## src/rtl/ecap5_dwbgpio_if.sv

```systemverilog
// rtl/ecap5_dwbgpio_if.sv - Wishbone pipelined bus bundle for the GPIO slave
interface ecap5_dwbgpio_if;
  logic [31:0] wb_adr_i;
  logic [31:0] wb_dat_i;
  logic [31:0] wb_dat_o;
  logic [3:0]  wb_sel_i;
  logic        wb_we_i;
  logic        wb_stb_i;
  logic        wb_ack_o;
  logic        wb_cyc_i;
  logic        wb_stall_o;

  modport master (
    output wb_adr_i, wb_dat_i, wb_sel_i, wb_we_i, wb_stb_i, wb_cyc_i,
    input  wb_dat_o, wb_ack_o, wb_stall_o
  );

  modport slave (
    input  wb_adr_i, wb_dat_i, wb_sel_i, wb_we_i, wb_stb_i, wb_cyc_i,
    output wb_dat_o, wb_ack_o, wb_stall_o
  );
endinterface

```

## src/rtl/ecap5_dwbgpio.sv

```systemverilog
// rtl/ecap5_dwbgpio.sv - Wishbone GPIO slave: LEDs, debounced buttons, edge flags, irq
module ecap5_dwbgpio #(
  parameter int DEBOUNCE_CYCLES = 240000
) (
  input  logic             clk_i,
  input  logic             rst_i,
  ecap5_dwbgpio_if.slave   wb,
  input  logic             button0_i,
  input  logic             button1_i,
  output logic             led0_o,
  output logic             led1_o,
  output logic             irq_o
);

  localparam int CNT_W = $clog2(DEBOUNCE_CYCLES + 1);
  localparam logic [CNT_W-1:0] CNT_LAST = CNT_W'(DEBOUNCE_CYCLES - 1);

  logic [1:0]       out_q, out_d;
  logic [1:0]       irq_en_q, irq_en_d;
  logic [1:0]       flags_q, flags_d;
  logic [1:0]       sync1_q, sync1_d;
  logic [1:0]       sync2_q, sync2_d;
  logic [1:0]       deb_q, deb_d;
  logic [CNT_W-1:0] cnt_q [2];
  logic [CNT_W-1:0] cnt_d [2];
  logic             ack_q, ack_d;
  logic [31:0]      dat_q, dat_d;
  logic             irq_q, irq_d;

  logic             accept;
  logic             wr;
  logic [1:0]       rise;
  logic [1:0]       clr;

  always_comb begin
    accept   = wb.wb_cyc_i & wb.wb_stb_i;
    wr       = accept & wb.wb_we_i & wb.wb_sel_i[0];
    sync1_d  = {button1_i, button0_i};
    sync2_d  = sync1_q;
    deb_d    = deb_q;
    cnt_d[0] = cnt_q[0];
    cnt_d[1] = cnt_q[1];

    // Any disagreement shorter than the full window restarts the count.
    for (int i = 0; i < 2; i++) begin
      if (sync2_q[i] == deb_q[i]) begin
        cnt_d[i] = '0;
      end else if (cnt_q[i] == CNT_LAST) begin
        deb_d[i] = sync2_q[i];
        cnt_d[i] = '0;
      end else begin
        cnt_d[i] = cnt_q[i] + CNT_W'(1);
      end
    end

    rise     = deb_d & ~deb_q;
    clr      = (wr && wb.wb_adr_i[3:2] == 2'd2) ? wb.wb_dat_i[1:0] : 2'b00;
    // A rising edge on the same edge as a clear wins.
    flags_d  = (flags_q & ~clr) | rise;
    out_d    = (wr && wb.wb_adr_i[3:2] == 2'd0) ? wb.wb_dat_i[1:0] : out_q;
    irq_en_d = (wr && wb.wb_adr_i[3:2] == 2'd3) ? wb.wb_dat_i[1:0] : irq_en_q;

    ack_d = accept;
    dat_d = 32'd0;
    if (accept && !wb.wb_we_i) begin
      case (wb.wb_adr_i[3:2])
        2'd0:    dat_d = {30'd0, out_q};
        2'd1:    dat_d = {30'd0, deb_q};
        2'd2:    dat_d = {30'd0, flags_q};
        default: dat_d = {30'd0, irq_en_q};
      endcase
    end

    irq_d = |(flags_q & irq_en_q);
  end

  always_ff @(posedge clk_i or posedge rst_i) begin
    if (rst_i) begin
      out_q    <= '0;
      irq_en_q <= '0;
      flags_q  <= '0;
      sync1_q  <= '0;
      sync2_q  <= '0;
      deb_q    <= '0;
      cnt_q[0] <= '0;
      cnt_q[1] <= '0;
      ack_q    <= 1'b0;
      dat_q    <= '0;
      irq_q    <= 1'b0;
    end else begin
      out_q    <= out_d;
      irq_en_q <= irq_en_d;
      flags_q  <= flags_d;
      sync1_q  <= sync1_d;
      sync2_q  <= sync2_d;
      deb_q    <= deb_d;
      cnt_q[0] <= cnt_d[0];
      cnt_q[1] <= cnt_d[1];
      ack_q    <= ack_d;
      dat_q    <= dat_d;
      irq_q    <= irq_d;
    end
  end

  assign wb.wb_ack_o   = ack_q;
  assign wb.wb_dat_o   = dat_q;
  assign wb.wb_stall_o = 1'b0;
  assign led0_o        = out_q[0];
  assign led1_o        = out_q[1];
  assign irq_o         = irq_q;

  logic unused_bits;
  assign unused_bits = &{1'b0, wb.wb_adr_i[31:4], wb.wb_adr_i[1:0],
                         wb.wb_dat_i[31:2], wb.wb_sel_i[3:1]};

endmodule

```

## src/flat_wrapper.sv

```systemverilog
// flat-port wrapper written by rule: the top's interface ports become plain ports
module ecap5_dwbgpio_flat 
#(
  parameter int DEBOUNCE_CYCLES = 240000
)
  (clk_i, rst_i, button0_i, button1_i, led0_o, led1_o, irq_o, wb_wb_adr_i, wb_wb_dat_i, wb_wb_sel_i, wb_wb_we_i, wb_wb_stb_i, wb_wb_cyc_i, wb_wb_dat_o, wb_wb_ack_o, wb_wb_stall_o);
  ecap5_dwbgpio_if wb_i ();
  input  logic clk_i;
  input  logic rst_i;
  input  logic button0_i;
  input  logic button1_i;
  output logic led0_o;
  output logic led1_o;
  output logic irq_o;
  input wire logic [$bits(wb_i.wb_adr_i)-1:0] wb_wb_adr_i;
  input wire logic [$bits(wb_i.wb_dat_i)-1:0] wb_wb_dat_i;
  input wire logic [$bits(wb_i.wb_sel_i)-1:0] wb_wb_sel_i;
  input wire logic [$bits(wb_i.wb_we_i)-1:0] wb_wb_we_i;
  input wire logic [$bits(wb_i.wb_stb_i)-1:0] wb_wb_stb_i;
  input wire logic [$bits(wb_i.wb_cyc_i)-1:0] wb_wb_cyc_i;
  output wire logic [$bits(wb_i.wb_dat_o)-1:0] wb_wb_dat_o;
  output wire logic [$bits(wb_i.wb_ack_o)-1:0] wb_wb_ack_o;
  output wire logic [$bits(wb_i.wb_stall_o)-1:0] wb_wb_stall_o;
  assign wb_i.wb_adr_i = wb_wb_adr_i;
  assign wb_i.wb_dat_i = wb_wb_dat_i;
  assign wb_i.wb_sel_i = wb_wb_sel_i;
  assign wb_i.wb_we_i = wb_wb_we_i;
  assign wb_i.wb_stb_i = wb_wb_stb_i;
  assign wb_i.wb_cyc_i = wb_wb_cyc_i;
  assign wb_wb_dat_o = wb_i.wb_dat_o;
  assign wb_wb_ack_o = wb_i.wb_ack_o;
  assign wb_wb_stall_o = wb_i.wb_stall_o;
  ecap5_dwbgpio #(.DEBOUNCE_CYCLES(DEBOUNCE_CYCLES)) u_core (.clk_i(clk_i), .rst_i(rst_i), .wb(wb_i), .button0_i(button0_i), .button1_i(button1_i), .led0_o(led0_o), .led1_o(led1_o), .irq_o(irq_o));
endmodule
```

## config.mk

```make
export PLATFORM = sky130hd
export DESIGN_NAME = ecap5_dwbgpio_flat
export DESIGN_NICKNAME = d
export VERILOG_FILES = /design/src/rtl/ecap5_dwbgpio_if.sv /design/src/rtl/ecap5_dwbgpio.sv /design/src/flat_wrapper.sv
export SDC_FILE = /design/constraint.sdc
export NUM_CORES = 1
export LEC_CHECK = 0
export CAP_MARGIN = 20
export CORE_UTILIZATION = 39
export DETAILED_ROUTE_END_ITERATION = 10
export PLACE_DENSITY_LB_ADDON = 0.25
export SETUP_SLACK_MARGIN = 0.05
export SYNTH_ARGS = -nofsm -noshare
export SYNTH_HDL_FRONTEND = slang
export SYNTH_SLANG_ARGS = --single-unit
```

## constraint.sdc

```tcl
create_clock -name clk_i -period 1.6 [get_ports clk_i]
set_clock_uncertainty 0.05 [all_clocks]
set_input_delay 0.32 -clock clk_i [delete_from_list [all_inputs] [get_ports clk_i]]
set_output_delay 0.32 -clock clk_i [all_outputs]
set_load 0.005 [all_outputs]
```

==> impl_metrics.ini <==
[status]
status = complete, but fails checks
violations = setup timing

[synth]
synth_area_leaders = dfrtp_1 (48%), buf_4 (8.8%), xnor2_1 (6.7%), nor2_1 (5.6%), nand4_1 (4.1%)
seq_area_frac_synth_pct = 47.58
syn_area_sq_um = 2735
yosysTopAreaCellShare_pct = 47.58
yosysTopAreaCell = dfrtp_1
synth_cell_types = 32
synth_cells = 263
synth-edff-count = 0
yosys-top-cells-count = dfrtp_1 (52), nor2_1 (41), buf_4 (32), xnor2_1 (21), nand4_1 (18)
ys_ff_latch = 52
yosys_most_used_dff = dfrtp_1
avgSynthCellArea_sq_um = 10.40
synth_warnings = 0
yosysMostFrequentCell = dfrtp_1
async_flop_share_pct = 100.0

[worst_setup_path]
crit_path_top_delay_cell = dfrtp_1
end_kind = flip-flop
path_delay_family = simple AND/OR/NAND/NOR gates
cp.arrival_ps = 1800
r2r_end = u_core.cnt_q[3]$_DFF_PP0_
rrSetupSlack_ps = -60
cp.depth = 5
path_class = reg -> reg
worstPathRequired_ps = 1740
startpoint_type = flip-flop
r2r_start = u_core.cnt_q[9]$_DFF_PP0_
r2r_cells = 5
slowest_delay_ps = 400
crit_buf_inv = 1
critPathMaxFanout = 18
crit_chain = nor4bb_2, nand4_1, o31ai_4, buf_12, nor2_1

[global_route]
overflow = 0
grt_use_met1_pct = 19.62
grtUsageMet3_pct = 3.754
grt_usage_pct = 15.38
grt_pass1_wl_um = 8866
antenna_found_initial = 0
busiest_layer = met2
grt_max_degree = 53
use_met2_pct = 25.53
grt_pass1_vias = 1985

[timing]
setup_viol = 38
finalHoldViolCount = 0
drv_slew = 0
final.period_utilization_pct = 103.7
fin_crit_ps = 1658
max_clock_freq_ghz = 0.6030
fin_ws_ps = -58.46
rsz0062_at_grt = yes

[place]
place.port_buffers = 17
dp_hpwl_um = 3416
place.gp.congestion = 0.7317
dpl_cell_area_sq_um = 3226

[cts]
cts_tree = yes
cts_sinks = 52
insertion_delay_ps = 310
cts_buffer_depth = 2
clk_pin_slew_ps = 90
hold_buffers = 0
cts_buffers = 5
htreeDepth = 2
cts-root-buf = clkbuf_8

[floorplanning]
core_sq_um = 6794
dieArea_sq_um = 7352
start_util_pct = 40.26
io_pins = 112
row_count = 30
die_h_um = 85.75
die_x_um = 85.75

[power]
p_leak_nw = 1.521
ir_drop_uv = 310.7
p_per_area_nw_per_um2 = 682.9

[detailed_routing]
vias_per_cell = 4.730
first_pass_iters = 4
drc_errors = 0
wl_per_cell_um = 11.73
ant_nets = 0
drt_iter0_markers = 58
vias = 2015
routed_wl_um = 4998

[min_path]
hold_path.class = reg -> reg
hold_start = u_core.sync1_q[1]$_DFF_PP0_
hold_path_depth = 0
hold_end = u_core.sync2_q[1]$_DFF_PP0_

[run]
drv_cap = 0

[final_layout]
diodes = 0
area_growth_pct = 26.62
nFillCells = 626
final_layout_size_suffix_gt1_share_pct = 27.88
nets = 407
fin_area_sq_um = 3463
final_util_pct = 50.98
## how the worst max path moves through the flow
stage                          startpoint                               to  slack (ps)
6_report        u_core.cnt_q[9]$_DFF_PP0_        u_core.cnt_q[3]$_DFF_PP0_         -60
5_1_grt         u_core.cnt_q[9]$_DFF_PP0_        u_core.cnt_q[3]$_DFF_PP0_        -170
4_1_cts         u_core.cnt_q[7]$_DFF_PP0_        u_core.deb_q[1]$_DFF_PP0_         -70
3_5_place_dp               wb_wb_adr_i[3]  u_core.wb.wb_dat_o[0]$_DFF_PP0_        -150
3_3_place_gp               wb_wb_adr_i[3]  u_core.wb.wb_dat_o[0]$_DFF_PP0_        -160
2_1_floorplan  u_core.cnt_q[18]$_DFF_PP0_       u_core.cnt_q[18]$_DFF_PP0_         -50
## final cells by class
cell class	count	area [sq um]	area share, %
clock inverter	1	5.005	0.1445
multi-input combinational	195	1336	38.58
inverter	10	41.29	1.192
clock buffer	6	72.57	2.095
sequential	52	1301	37.57
tap	96	120.1	3.468
timing repair buffer	66	586.8	16.94
## power breakdown
part	switching (mW)	internal [mW]	total (mW)
Clock	0.421	0.299	0.720
Sequential	0.0238	1.35	1.38
Combinational	0.125	0.145	0.270
## sequential cells by signal, indices dropped and copies added (netlist names)
name                count
u_core.irq_o            1
u_core.sync1_q          2
u_core.flags_q          2
u_core.sync2_q          2
u_core.wb.wb_dat_o      2
u_core.out_q            2
u_core.wb.wb_ack_o      1
u_core.deb_q            2
u_core.irq_en_q         2
u_core.cnt_q           36
## through the flow
step	hold slack [ps]	std cells	power (mW)	setup WS (ps)	setup TNS, ps
after floorplan	281.2	293	1.577	-49.34	-943.4
after CTS	320.4	424	2.405	-71.52	-1278
final	311.1	426	2.365	-58.46	-1399
after global placement	283.7	410	1.635	-157.7	-1161
after detailed placement	293.3	410	1.640	-148.5	-1477
after global routing	313.5	426	2.498	-165.6	-5294
## metal layers
metal / vias to the layer above / wire [um]
li1: 979 / -
met1: 979 / 2333
met2: 52 / 2366
met3: 5 / 225
met4: 0 / 71
met5: - / 0
## cells by family (layout without fill, tap and decap cells)
| logic type | count (synthesis) | in the layout | share of synthesized area, % |
|---|---|---|---|
| muxes | 8 | 8 | 4.117 |
| and+or+nand+nor | 112 | 112 | 21.87 |
| AOI/OAI and AO/OA | 11 | 11 | 4.117 |
| other | 1 | 31 | 0.1371 |
| xor gates and xnor gates | 31 | 31 | 9.927 |
| buffers and inverters | 46 | 83 | 11.35 |
| adders and majority gates | 2 | 2 | 0.9148 |
| DFF | 52 | 52 | 47.58 |
## repair_timing
item,CTS,global route
pin swaps,10,3
gates cloned,1,0
endpoints found under the setup margin,41,45
setup buffers,6,2
resized for setup,11,14
## layout by cell type (no fill, tap or decap), types with 2 or more instances in the layout
master / instances
o31ai_4: 2
a21oi_1: 3
a32o_1: 2
a31o_2: 2
xnor2_1: 21
nor2_2: 7
nor2_1: 33
nor4_1: 5
nor3b_1: 2
nand3_4: 2
dlymetal6s2s_1: 5
dfrtp_1: 52
mux2_2: 4
nand4_1: 18
nor3_1: 5
clkbuf_8: 5
buf_12: 2
and4_4: 2
inv_1: 9
conb_1: 31
clkdlybuf4s50_1: 12
mux2_4: 2
buf_6: 3
nor4_2: 4
nand4b_1: 2
nand2_1: 13
nor4bb_2: 2
ha_2: 2
nand3_1: 10
buf_4: 44
xor2_1: 10
mux4_2: 2
Note: power is estimated with default switching activity, not from simulation.
